### src/rtl/muldiv_seq_pkg.sv
// Shared constants for the iterative multiply/divide unit.
// Op encodings, FSM state codes, ALU control codes.
package muldiv_pkg;

  localparam int WIDTH = 32;

  localparam logic [1:0] OP_MULTU = 2'b00;
  localparam logic [1:0] OP_MULT  = 2'b01;
  localparam logic [1:0] OP_DIVU  = 2'b10;
  localparam logic [1:0] OP_DIV   = 2'b11;

  typedef logic [2:0] state_t;

  localparam state_t S_IDLE   = 3'd0;
  localparam state_t S_NEG_A  = 3'd1;
  localparam state_t S_NEG_B  = 3'd2;
  localparam state_t S_ITER   = 3'd3;
  localparam state_t S_FIX_LO = 3'd4;
  localparam state_t S_FIX_HI = 3'd5;
  localparam state_t S_DONE   = 3'd6;

  localparam logic [3:0] ALU_ADD = 4'b0010;
  localparam logic [3:0] ALU_SUB = 4'b0110;
  localparam logic [3:0] ALU_NOR = 4'b1100;

endpackage

### src/rtl/muldiv_seq_if.sv
// Request/result bundle between the EX stage and the mul/div unit.
// master = pipeline side, slave = muldiv_seq.
interface muldiv_seq_if;

  logic                          start;
  logic [1:0]                    op;
  logic [muldiv_pkg::WIDTH-1:0]  src_a;
  logic [muldiv_pkg::WIDTH-1:0]  src_b;
  logic                          flush;
  logic                          busy;
  logic                          done;
  logic [muldiv_pkg::WIDTH-1:0]  hi;
  logic [muldiv_pkg::WIDTH-1:0]  lo;
  logic                          div_by_zero;

  modport master (
    output start, op, src_a, src_b, flush,
    input  busy, done, hi, lo, div_by_zero
  );

  modport slave (
    input  start, op, src_a, src_b, flush,
    output busy, done, hi, lo, div_by_zero
  );

endinterface

### src/rtl/muldiv_seq_alu.sv
// Core 32-bit ALU (AND/OR/ADD/SUB/SLT/NOR).
// Shared by the mul/div sequencer for every add/sub step.
module alu
  import muldiv_pkg::*;
(
  input  logic [3:0]  alu_ctl,
  input  logic [31:0] a,
  input  logic [31:0] b,
  output logic [31:0] result,
  output logic        zero,
  output logic        overflow
);

  logic [31:0] sum;
  logic [31:0] diff;

  assign sum  = a + b;
  assign diff = a - b;

  always_comb begin
    result   = '0;
    overflow = 1'b0;
    case (alu_ctl)
      4'b0000: result = a & b;
      4'b0001: result = a | b;
      ALU_ADD: begin
        result   = sum;
        overflow = (a[31] == b[31]) &&
                   (sum[31] != a[31]);
      end
      ALU_SUB: begin
        result   = diff;
        overflow = (a[31] != b[31]) &&
                   (diff[31] != a[31]);
      end
      4'b0111: result = {31'b0, diff[31] ^
                         ((a[31] != b[31]) &&
                          (diff[31] != a[31]))};
      ALU_NOR: result = ~(a | b);
      default: result = '0;
    endcase
  end

  assign zero = (result == '0);

endmodule

### src/rtl/muldiv_seq.sv
// Iterative MULT/MULTU/DIV/DIVU sequencer driving one shared ALU.
// Fixed 37-cycle latency; results committed to HI/LO on entry to DONE.
module muldiv_seq
  import muldiv_pkg::*;
(
  input  logic         clk,
  input  logic         rst,
  muldiv_seq_if.slave  bus
);

  state_t      state;
  logic [4:0]  cnt;
  logic [1:0]  op_r;
  logic        sign_a;
  logic        sign_b;
  logic [31:0] a_r;
  logic [31:0] b_r;
  logic [31:0] hw;
  logic [31:0] lw;
  logic        lo_zero;
  logic [31:0] hi_r;
  logic [31:0] lo_r;
  logic        dbz_r;

  logic [3:0]  ctl;
  logic [31:0] alu_a;
  logic [31:0] alu_b;
  logic [31:0] res;
  logic        zf;
  logic        ovf_unused;

  logic        is_div;
  logic        neg_q;
  logic        neg_h;
  logic [31:0] rsh;
  logic        carry;
  logic        borrow;

  alu u_alu (
    .alu_ctl  (ctl),
    .a        (alu_a),
    .b        (alu_b),
    .result   (res),
    .zero     (zf),
    .overflow (ovf_unused)
  );

  assign is_div = op_r[1];
  assign neg_q  = sign_a ^ sign_b;
  assign neg_h  = is_div ? sign_a : neg_q;
  assign rsh    = {hw[30:0], lw[31]};

  assign carry  = (alu_a[31] & alu_b[31]) |
                  ((alu_a[31] | alu_b[31]) &
                   ~res[31]);
  assign borrow = (~alu_a[31] & alu_b[31]) |
                  ((~alu_a[31] | alu_b[31]) &
                   res[31]);

  // Idle cycles still drive ADD 0+0 so exactly one code is always live.
  always_comb begin
    ctl   = ALU_ADD;
    alu_a = '0;
    alu_b = '0;
    case (state)
      S_NEG_A: begin
        ctl   = ALU_SUB;
        alu_b = a_r;
      end
      S_NEG_B: begin
        ctl   = ALU_SUB;
        alu_b = b_r;
      end
      S_ITER: begin
        if (is_div) begin
          ctl   = ALU_SUB;
          alu_a = rsh;
          alu_b = b_r;
        end else begin
          ctl   = ALU_ADD;
          alu_a = hw;
          alu_b = a_r;
        end
      end
      S_FIX_LO: begin
        ctl   = ALU_SUB;
        alu_b = lw;
      end
      S_FIX_HI: begin
        if (is_div || lo_zero) begin
          ctl   = ALU_SUB;
          alu_b = hw;
        end else begin
          ctl   = ALU_NOR;
          alu_a = hw;
          alu_b = hw;
        end
      end
      default: begin
        ctl   = ALU_ADD;
        alu_a = '0;
        alu_b = '0;
      end
    endcase
  end

  always_ff @(posedge clk or posedge rst) begin
    if (rst) begin
      state   <= S_IDLE;
      cnt     <= '0;
      op_r    <= '0;
      sign_a  <= 1'b0;
      sign_b  <= 1'b0;
      a_r     <= '0;
      b_r     <= '0;
      hw      <= '0;
      lw      <= '0;
      lo_zero <= 1'b0;
      hi_r    <= '0;
      lo_r    <= '0;
      dbz_r   <= 1'b0;
    end else if (state == S_IDLE ||
                 state == S_DONE) begin
      if (bus.start && !bus.flush) begin
        state  <= S_NEG_A;
        op_r   <= bus.op;
        a_r    <= bus.src_a;
        b_r    <= bus.src_b;
        sign_a <= bus.op[0] & bus.src_a[31];
        sign_b <= bus.op[0] & bus.src_b[31];
        hw     <= '0;
      end else begin
        state <= S_IDLE;
      end
    end else if (bus.flush) begin
      state <= S_IDLE;
    end else begin
      case (state)
        S_NEG_A: begin
          if (sign_a) a_r <= res;
          state <= S_NEG_B;
        end
        S_NEG_B: begin
          if (sign_b) b_r <= res;
          // divide shifts |a| out of lw; multiply shifts |b| out
          lw    <= is_div ? a_r :
                   (sign_b ? res : b_r);
          cnt   <= '0;
          state <= S_ITER;
        end
        S_ITER: begin
          if (is_div) begin
            if (hw[31] | ~borrow) begin
              hw <= res;
              lw <= {lw[30:0], 1'b1};
            end else begin
              hw <= rsh;
              lw <= {lw[30:0], 1'b0};
            end
          end else if (lw[0]) begin
            {hw, lw} <= {carry, res, lw[31:1]};
          end else begin
            {hw, lw} <= {1'b0, hw, lw[31:1]};
          end
          cnt <= cnt + 5'd1;
          if (cnt == 5'd31) state <= S_FIX_LO;
        end
        S_FIX_LO: begin
          lo_zero <= zf;
          if (neg_q) lw <= res;
          state <= S_FIX_HI;
        end
        S_FIX_HI: begin
          hi_r  <= neg_h ? res : hw;
          lo_r  <= lw;
          dbz_r <= is_div & (b_r == '0);
          state <= S_DONE;
        end
        default: state <= S_IDLE;
      endcase
    end
  end

  assign bus.busy        = (state != S_IDLE) &&
                           (state != S_DONE);
  assign bus.done        = (state == S_DONE);
  assign bus.hi          = hi_r;
  assign bus.lo          = lo_r;
  assign bus.div_by_zero = dbz_r;

endmodule

### src/flat_wrapper.sv
// flat-port wrapper written by rule: the top's interface ports become plain ports
module muldiv_seq_flat import muldiv_pkg::*;
  (clk, rst, bus_start, bus_op, bus_src_a, bus_src_b, bus_flush, bus_busy, bus_done, bus_hi, bus_lo, bus_div_by_zero);
  muldiv_seq_if bus_i ();
  input  logic clk;
  input  logic rst;
  input wire logic [$bits(bus_i.start)-1:0] bus_start;
  input wire logic [$bits(bus_i.op)-1:0] bus_op;
  input wire logic [$bits(bus_i.src_a)-1:0] bus_src_a;
  input wire logic [$bits(bus_i.src_b)-1:0] bus_src_b;
  input wire logic [$bits(bus_i.flush)-1:0] bus_flush;
  output wire logic [$bits(bus_i.busy)-1:0] bus_busy;
  output wire logic [$bits(bus_i.done)-1:0] bus_done;
  output wire logic [$bits(bus_i.hi)-1:0] bus_hi;
  output wire logic [$bits(bus_i.lo)-1:0] bus_lo;
  output wire logic [$bits(bus_i.div_by_zero)-1:0] bus_div_by_zero;
  assign bus_i.start = bus_start;
  assign bus_i.op = bus_op;
  assign bus_i.src_a = bus_src_a;
  assign bus_i.src_b = bus_src_b;
  assign bus_i.flush = bus_flush;
  assign bus_busy = bus_i.busy;
  assign bus_done = bus_i.done;
  assign bus_hi = bus_i.hi;
  assign bus_lo = bus_i.lo;
  assign bus_div_by_zero = bus_i.div_by_zero;
  muldiv_seq u_core (.clk(clk), .rst(rst), .bus(bus_i));
endmodule
### config.mk
export PLATFORM = sky130hd
export DESIGN_NAME = muldiv_seq_flat
export DESIGN_NICKNAME = d
export VERILOG_FILES = /design/src/rtl/muldiv_seq_pkg.sv /design/src/rtl/muldiv_seq_if.sv /design/src/rtl/muldiv_seq_alu.sv /design/src/rtl/muldiv_seq.sv /design/src/flat_wrapper.sv
export SDC_FILE = /design/constraint.sdc
export NUM_CORES = 1
export LEC_CHECK = 0
export CAP_MARGIN = 40
export CORE_AREA = 2 2 171 173
export CTS_CLUSTER_SIZE = 16
export DETAILED_ROUTE_END_ITERATION = 7
export DIE_AREA = 0 0 173 175
export DONT_BUFFER_PORTS = 1
export PLACE_DENSITY = 0.8
export SLEW_MARGIN = 40
export SYNTH_ARGS = -nofsm -noshare
export SYNTH_HDL_FRONTEND = slang
export SYNTH_HIERARCHICAL = 1
export SYNTH_SLANG_ARGS = --single-unit
### constraint.sdc
create_clock -name clk -period 8.25 [get_ports clk]
set_input_delay 1.65 -clock clk [delete_from_list [all_inputs] [get_ports clk]]
set_output_delay 1.65 -clock clk [all_outputs]
set_load 0.01 [all_outputs]
After elaboration in Yosys (flattened, before gate mapping). Cells that the tools add are included.

Output and inout bits: 67. Input bits: 70. Flip-flop bits (word level): 206. Logic and storage cells: 123.

Equal/unequal tests: 19. Bitwise gates (word level): 22. Reduce and logical (&&, ||, !) cells: 26. Add/sub/neg operators: 3. Mux-type cells: 40.

Operator list (number): 32-bit 2-to-1 mux (25); 32-bit one-hot mux with 6 select lines (1); 32-bit one-hot mux with 5 select lines (1); 32-bit one-hot mux with 3 select lines (1); 32-bit logical NOT (2); 32-bit one-hot mux with 2 select lines (1); 32-bit adder (1); 32-bit bitwise AND (1); 32-bit NOT (1); 32-bit OR (1); 32-bit subtractor (1); 3-bit one-hot mux with 5 select lines (1); 3-bit AND reduction (5); 3-bit 2-to-1 mux (4); 4-bit one-hot mux with 3 select lines (1); 5-bit one-hot mux with 2 select lines (1); 2-bit nonzero test (5); 3-bit == test, second input constant (3); 4-bit by 3-bit == test with 1-bit output, second input constant (2); 4-bit AND reduction (2); 1-bit bitwise AND (7); 3-bit by 2-bit == test with 1-bit output, second input constant (2); 3-bit nonzero test (2); 5-bit by 1-bit adder with 5-bit output, second input constant (1); 22 further kinds (38).

Depth between registers and ports, before layout.
Word-level depth: 17. Gate-level depth with buffers: 31. Mapped depth without buffers: 27.

Hierarchy. Netlist, hierarchy kept.

By module, submodules not included: muldiv_seq (cells each 1405, area an instance 12299.3 µm², instances 1); alu (cells each 851, area an instance 5619.1 µm², instances 1).

Least setup slack after synthesis. OpenSTA, ideal clock, no wires.

Path kind: reg-to-reg. Start point: register u_core.state[1]. End point: register u_core.hw[20]. Data arrival time: 5206 ps. Path buffers: 4. Data required time: 8109 ps. Period minus slack after synthesis: 5347 ps. Path slack: 2903 ps. Cell stages (with the launch flop): 28. Cells stage by stage: dfrtp_1 -> buf_2 -> nand2b_1 -> nor2_1 -> buf_2 -> clkbuf_1 -> a22oi_1 -> nand2_1 -> inv_1 -> ha_1 -> o21bai_1 -> a21oi_1 -> o31a_1 -> o31a_1 -> o21ai_0 -> a211o_1 -> a21oi_1 -> nor2_1 -> nor2_1 -> fa_1 -> o221ai_1 -> a211oi_1 -> nand3b_1 -> a21boi_2 -> o211ai_4 -> buf_6 -> mux2i_1 -> a31oi_1.

RTL lines: start, declared (line muldiv_seq.sv:11) `state_t state;`; start signal, assigned (line muldiv_seq.sv:109) `state <= S_IDLE;`; start signal, assigned (line muldiv_seq.sv:125) `state <= S_NEG_A;`; start signal, assigned (line muldiv_seq.sv:133) `state <= S_IDLE;`; 3-bit == test (tied with other cells) (line muldiv_seq.sv:65) `case (state)`; 32-bit one-hot mux with 5 select lines (*) (line muldiv_seq.sv:65); named net u_core.alu_b[1] (line muldiv_seq.sv:27) `logic [31:0] alu_b;`; 32-bit subtractor or 32-bit adder (tied branches) (line muldiv_seq_alu.sv:18, muldiv_seq_alu.sv:17); 32-bit one-hot mux with 6 select lines (*) (line muldiv_seq_alu.sv:23) `case (alu_ctl)`; named net u_core.res[31] (line muldiv_seq.sv:28) `logic [31:0] res;`; 1-bit bitwise AND (*) (line muldiv_seq.sv:57) `((~alu_a[31] | alu_b[31]) &`; 1-bit OR (*) (line muldiv_seq.sv:56) `assign borrow = (~alu_a[31] & alu_b[31]) |`; 1-bit NOT (*) (line muldiv_seq.sv:153) `if (hw[31] | ~borrow) begin`; 1-bit OR (*) (line muldiv_seq.sv:153); 32-bit 2-to-1 mux (*) (line muldiv_seq.sv:153); 32-bit 2-to-1 mux (*) (line muldiv_seq.sv:152) `if (is_div) begin`; 32-bit 2-to-1 mux (*) (line muldiv_seq.sv:138) `case (state)`; 32-bit 2-to-1 mux (*) (line muldiv_seq.sv:135) `end else if (bus.flush) begin`; 32-bit 2-to-1 mux (*) (line muldiv_seq.sv:122) `end else if (state == S_IDLE ||`; end signal, assigned (line muldiv_seq.sv:154) `hw <= res;`; end signal, assigned (line muldiv_seq.sv:157) `hw <= rsh;`; end signal, assigned (line muldiv_seq.sv:161) `{hw, lw} <= {carry, res, lw[31:1]};`; end, declared (line muldiv_seq.sv:18) `logic [31:0] hw;`.

The timed path passes the listed nets; every way through them passes the cells marked *. The select of a mux whose other input is x is not followed. A chain may end at the register's enable or synchronous reset.

Final worst setup path.
Start point: register u_core.state[2]. End point: register u_core.hw[2].

Same word-level chain as after synthesis.

==> impl_metrics.yaml <==
setup_path:
  worstPathRequired_ns: 8.63
  path_max_fanout: 21
  ff2ff_path_depth: 26
  r2r_setup_slack_ns: 1.15
  r2r-start: "u_core/state[2]$_DFFE_PP0P_"
  cp-endpoint: "u_core/hw[2]$_DFFE_PP0P_"
  endpoint_kind: "register"
  start_kind: "register"
  cp.arrival_ns: 7.48
  critPathKind: "register to register"
  worst_r2r_endpoint: "u_core/hw[2]$_DFFE_PP0P_"
  crit_start: "u_core/state[2]$_DFFE_PP0P_"
cts:
  htree_num_levels: 1
  tritoncts: "built"
  cts_hold_buf: 0
  cts_max_path_buffers: 3
  post-cts-setup-buffers: 0
  clk_pin_slew_ns: 0.06
  numCtsBuffers: 24
  root_buffer: "clkbuf_16"
  clock-sinks: 205
  clock_latency_ns: 0.54
  cts_resized: 0
sta:
  rsz0062_at_grt: "no"
  setup_violations: 0
  max_clock_freq_ghz: 0.1408
  worstMarginPinSlew_ns: 1.421
  period_minus_slack_ns: 7.103
  period_share_pct: 86.09
  setup_tns_ns: 0
  slew_headroom_pct: 5.294
  hold_viol: 0
  skew_ns: 0.01660
  maxSlewViolCount: 0
finish:
  stdcell_count: 2532
  syn2layout_area_growth_pct: 6.326
  drive_gt1_share_pct: 8.007
  nets: 2307
  fillers: 2367
  multi_input_area_mm2: 0.01159
  diodes: 0
  ff_latch_area_mm2: 0.005136
global_route:
  grt_pass1_wl_um: 97830
  grt_max_degree: 155
  grt_pass1_vias: 17220
  grt_usage_pct: 40.28
  grt_overflow: 0
  antenna_found_initial: 1
job:
  cap_violations: 0
floorplanning:
  core_area_mm2: 0.02839
  die_x_um: 173
  die_h_um: 175
  start_util_pct: 62.97
  dieArea_mm2: 0.03028
  rows: 62
  design.portCount: 137
logic_synthesis:
  netlist_area_mm2: 0.01788
  syn-instance-count: 2250
  synth.avg_cell_area_um2: 7.947
  yosys_warnings: 6
place:
  io_buffers: 0
  dp.cells: 2487
  routabilityCongestion: 0.9607
  dp_hpwl_um: 44230
route:
  drc: 0
  drt_pass1_iterations: 6
  via_count: 18330
  drt_iter0_markers: 2925
  antenna_left: 0
  wl_um: 63230
  post_drt_wl_per_cell_um: 24.97
  via_per_inst: 7.237
pwr:
  p_leak_uw: 0.008194
  irDropWorstVdd_uv: 261.0
  power_density_mw_per_mm2: 246.2
status:
  run_status: "complete, no violations"
worst_hold_path:
  hold_class: "register to register"
cells in the final DEF (no fill, tap or decap), types with 8 or more instances in the layout:
| cell | n |
|---|---|
| nor3_1 | 17 |
| ha_1 | 104 |
| clkbuf_16 | 25 |
| a221o_1 | 14 |
| o31ai_1 | 13 |
| inv_1 | 105 |
| nand2b_1 | 15 |
| or3_1 | 9 |
| o21a_1 | 13 |
| o211ai_1 | 16 |
| buf_4 | 45 |
| dfrtp_1 | 202 |
| a21o_1 | 16 |
| nand2_1 | 265 |
| a211o_1 | 9 |
| a22o_1 | 36 |
| nand4_1 | 17 |
| nand3_1 | 21 |
| mux2_2 | 35 |
| nor4_1 | 16 |
| a31oi_1 | 71 |
| a221oi_1 | 58 |
| nor2b_1 | 16 |
| a211oi_1 | 15 |
| a22oi_1 | 97 |
| a2111oi_0 | 8 |
| a21oi_1 | 169 |
| and2_1 | 11 |
| nor2_1 | 251 |
| o21ai_0 | 85 |
| mux2i_1 | 156 |
| o22ai_1 | 38 |
per-stage QoR:
stage	cell area, um^2	hold WS [ns]	setup WS (ns)	utilization, %	total power, uW
floorplan	17900	0.4453	1.004	-	2736
global placement	17960	0.4616	1.491	63.26	3250
detailed placement	18060	0.4668	1.401	63.60	3306
CTS	19000	0.4779	1.364	66.91	4580
global route	19010	0.5311	0.7820	66.96	4869
finish	19010	0.4815	1.147	66.96	4680
power breakdown:
part           internal [uW]  total [uW]  leakage, uW  switching, uW
Sequential              1210        1580      0.00251            371
Clock                    810        1280     0.000461            468
Combinational            673        1820      0.00522           1140
Total                   2700        4680      0.00819           1980
worst min path at each step:
stage	startpoint	endpoint	slack [ns]	cells past startpoint
floorplan	u_core/cnt[4]$_DFFE_PP0P_	u_core/cnt[4]$_DFFE_PP0P_	0.45	2
global placement	u_core/cnt[4]$_DFFE_PP0P_	u_core/cnt[4]$_DFFE_PP0P_	0.46	2
detailed placement	u_core/cnt[4]$_DFFE_PP0P_	u_core/cnt[4]$_DFFE_PP0P_	0.47	2
CTS	u_core/cnt[4]$_DFFE_PP0P_	u_core/cnt[4]$_DFFE_PP0P_	0.48	2
global route	u_core/cnt[4]$_DFFE_PP0P_	u_core/cnt[4]$_DFFE_PP0P_	0.53	2
finish	u_core/cnt[4]$_DFFE_PP0P_	u_core/cnt[4]$_DFFE_PP0P_	0.48	2
critical path, stage by stage (launching register included):
cell       delay [ns]
dfrtp_1          0.51
nand2b_1         0.24
nor2_2           0.60
buf_4            0.38
a22oi_1          0.18
nand2_1          0.15
inv_1            0.07
ha_1             0.49
nor2b_1          0.24
o211ai_1         0.13
a2111oi_0        0.62
o21ai_0          0.25
o21ai_0          0.18
a211o_1          0.23
a21oi_1          0.09
nor2_1           0.09
nor2_1           0.06
fa_1             0.48
o221ai_1         0.10
a211oi_1         0.21
nand3b_1         0.14
buf_4            0.21
a21boi_2         0.19
o211ai_4         0.49
buf_12           0.26
mux2i_1          0.23
a31oi_1          0.11
flip-flops by register name, indices dropped and copies added (netlist names):
register / count
u_core/a_r: 32
u_core/b_r: 32
u_core/bus.hi: 32
u_core/bus.lo: 32
u_core/hw: 32
u_core/lw: 32
u_core/cnt: 5
u_core/state: 3
u_core/bus.div_by_zero: 1
u_core/lo_zero: 1
u_core/op_r: 1
u_core/sign_a: 1
u_core/sign_b: 1
per-layer routing:
layer	share of wire, %	routed length [um]	track usage (%)	vias to the layer above
li1	-	-	-	7957
met3	14	8736	9.617	193
met1	41	25650	58.29	8758
met4	3.6	2247	14.83	2
met2	42	26580	58.42	1415
met5	0.017	11	0	-
cell type report:
cell class / instances / share of cell area (%)
clock inverters: 12 / 1.297
multi-input cells: 1738 / 60.97
flip-flops and latches: 205 / 27.02
inverters: 110 / 2.257
well taps: 384 / 2.527
clock buffers: 32 / 3.640
repair buffers: 51 / 2.290
Note: power is estimated with default switching activity, not from simulation.
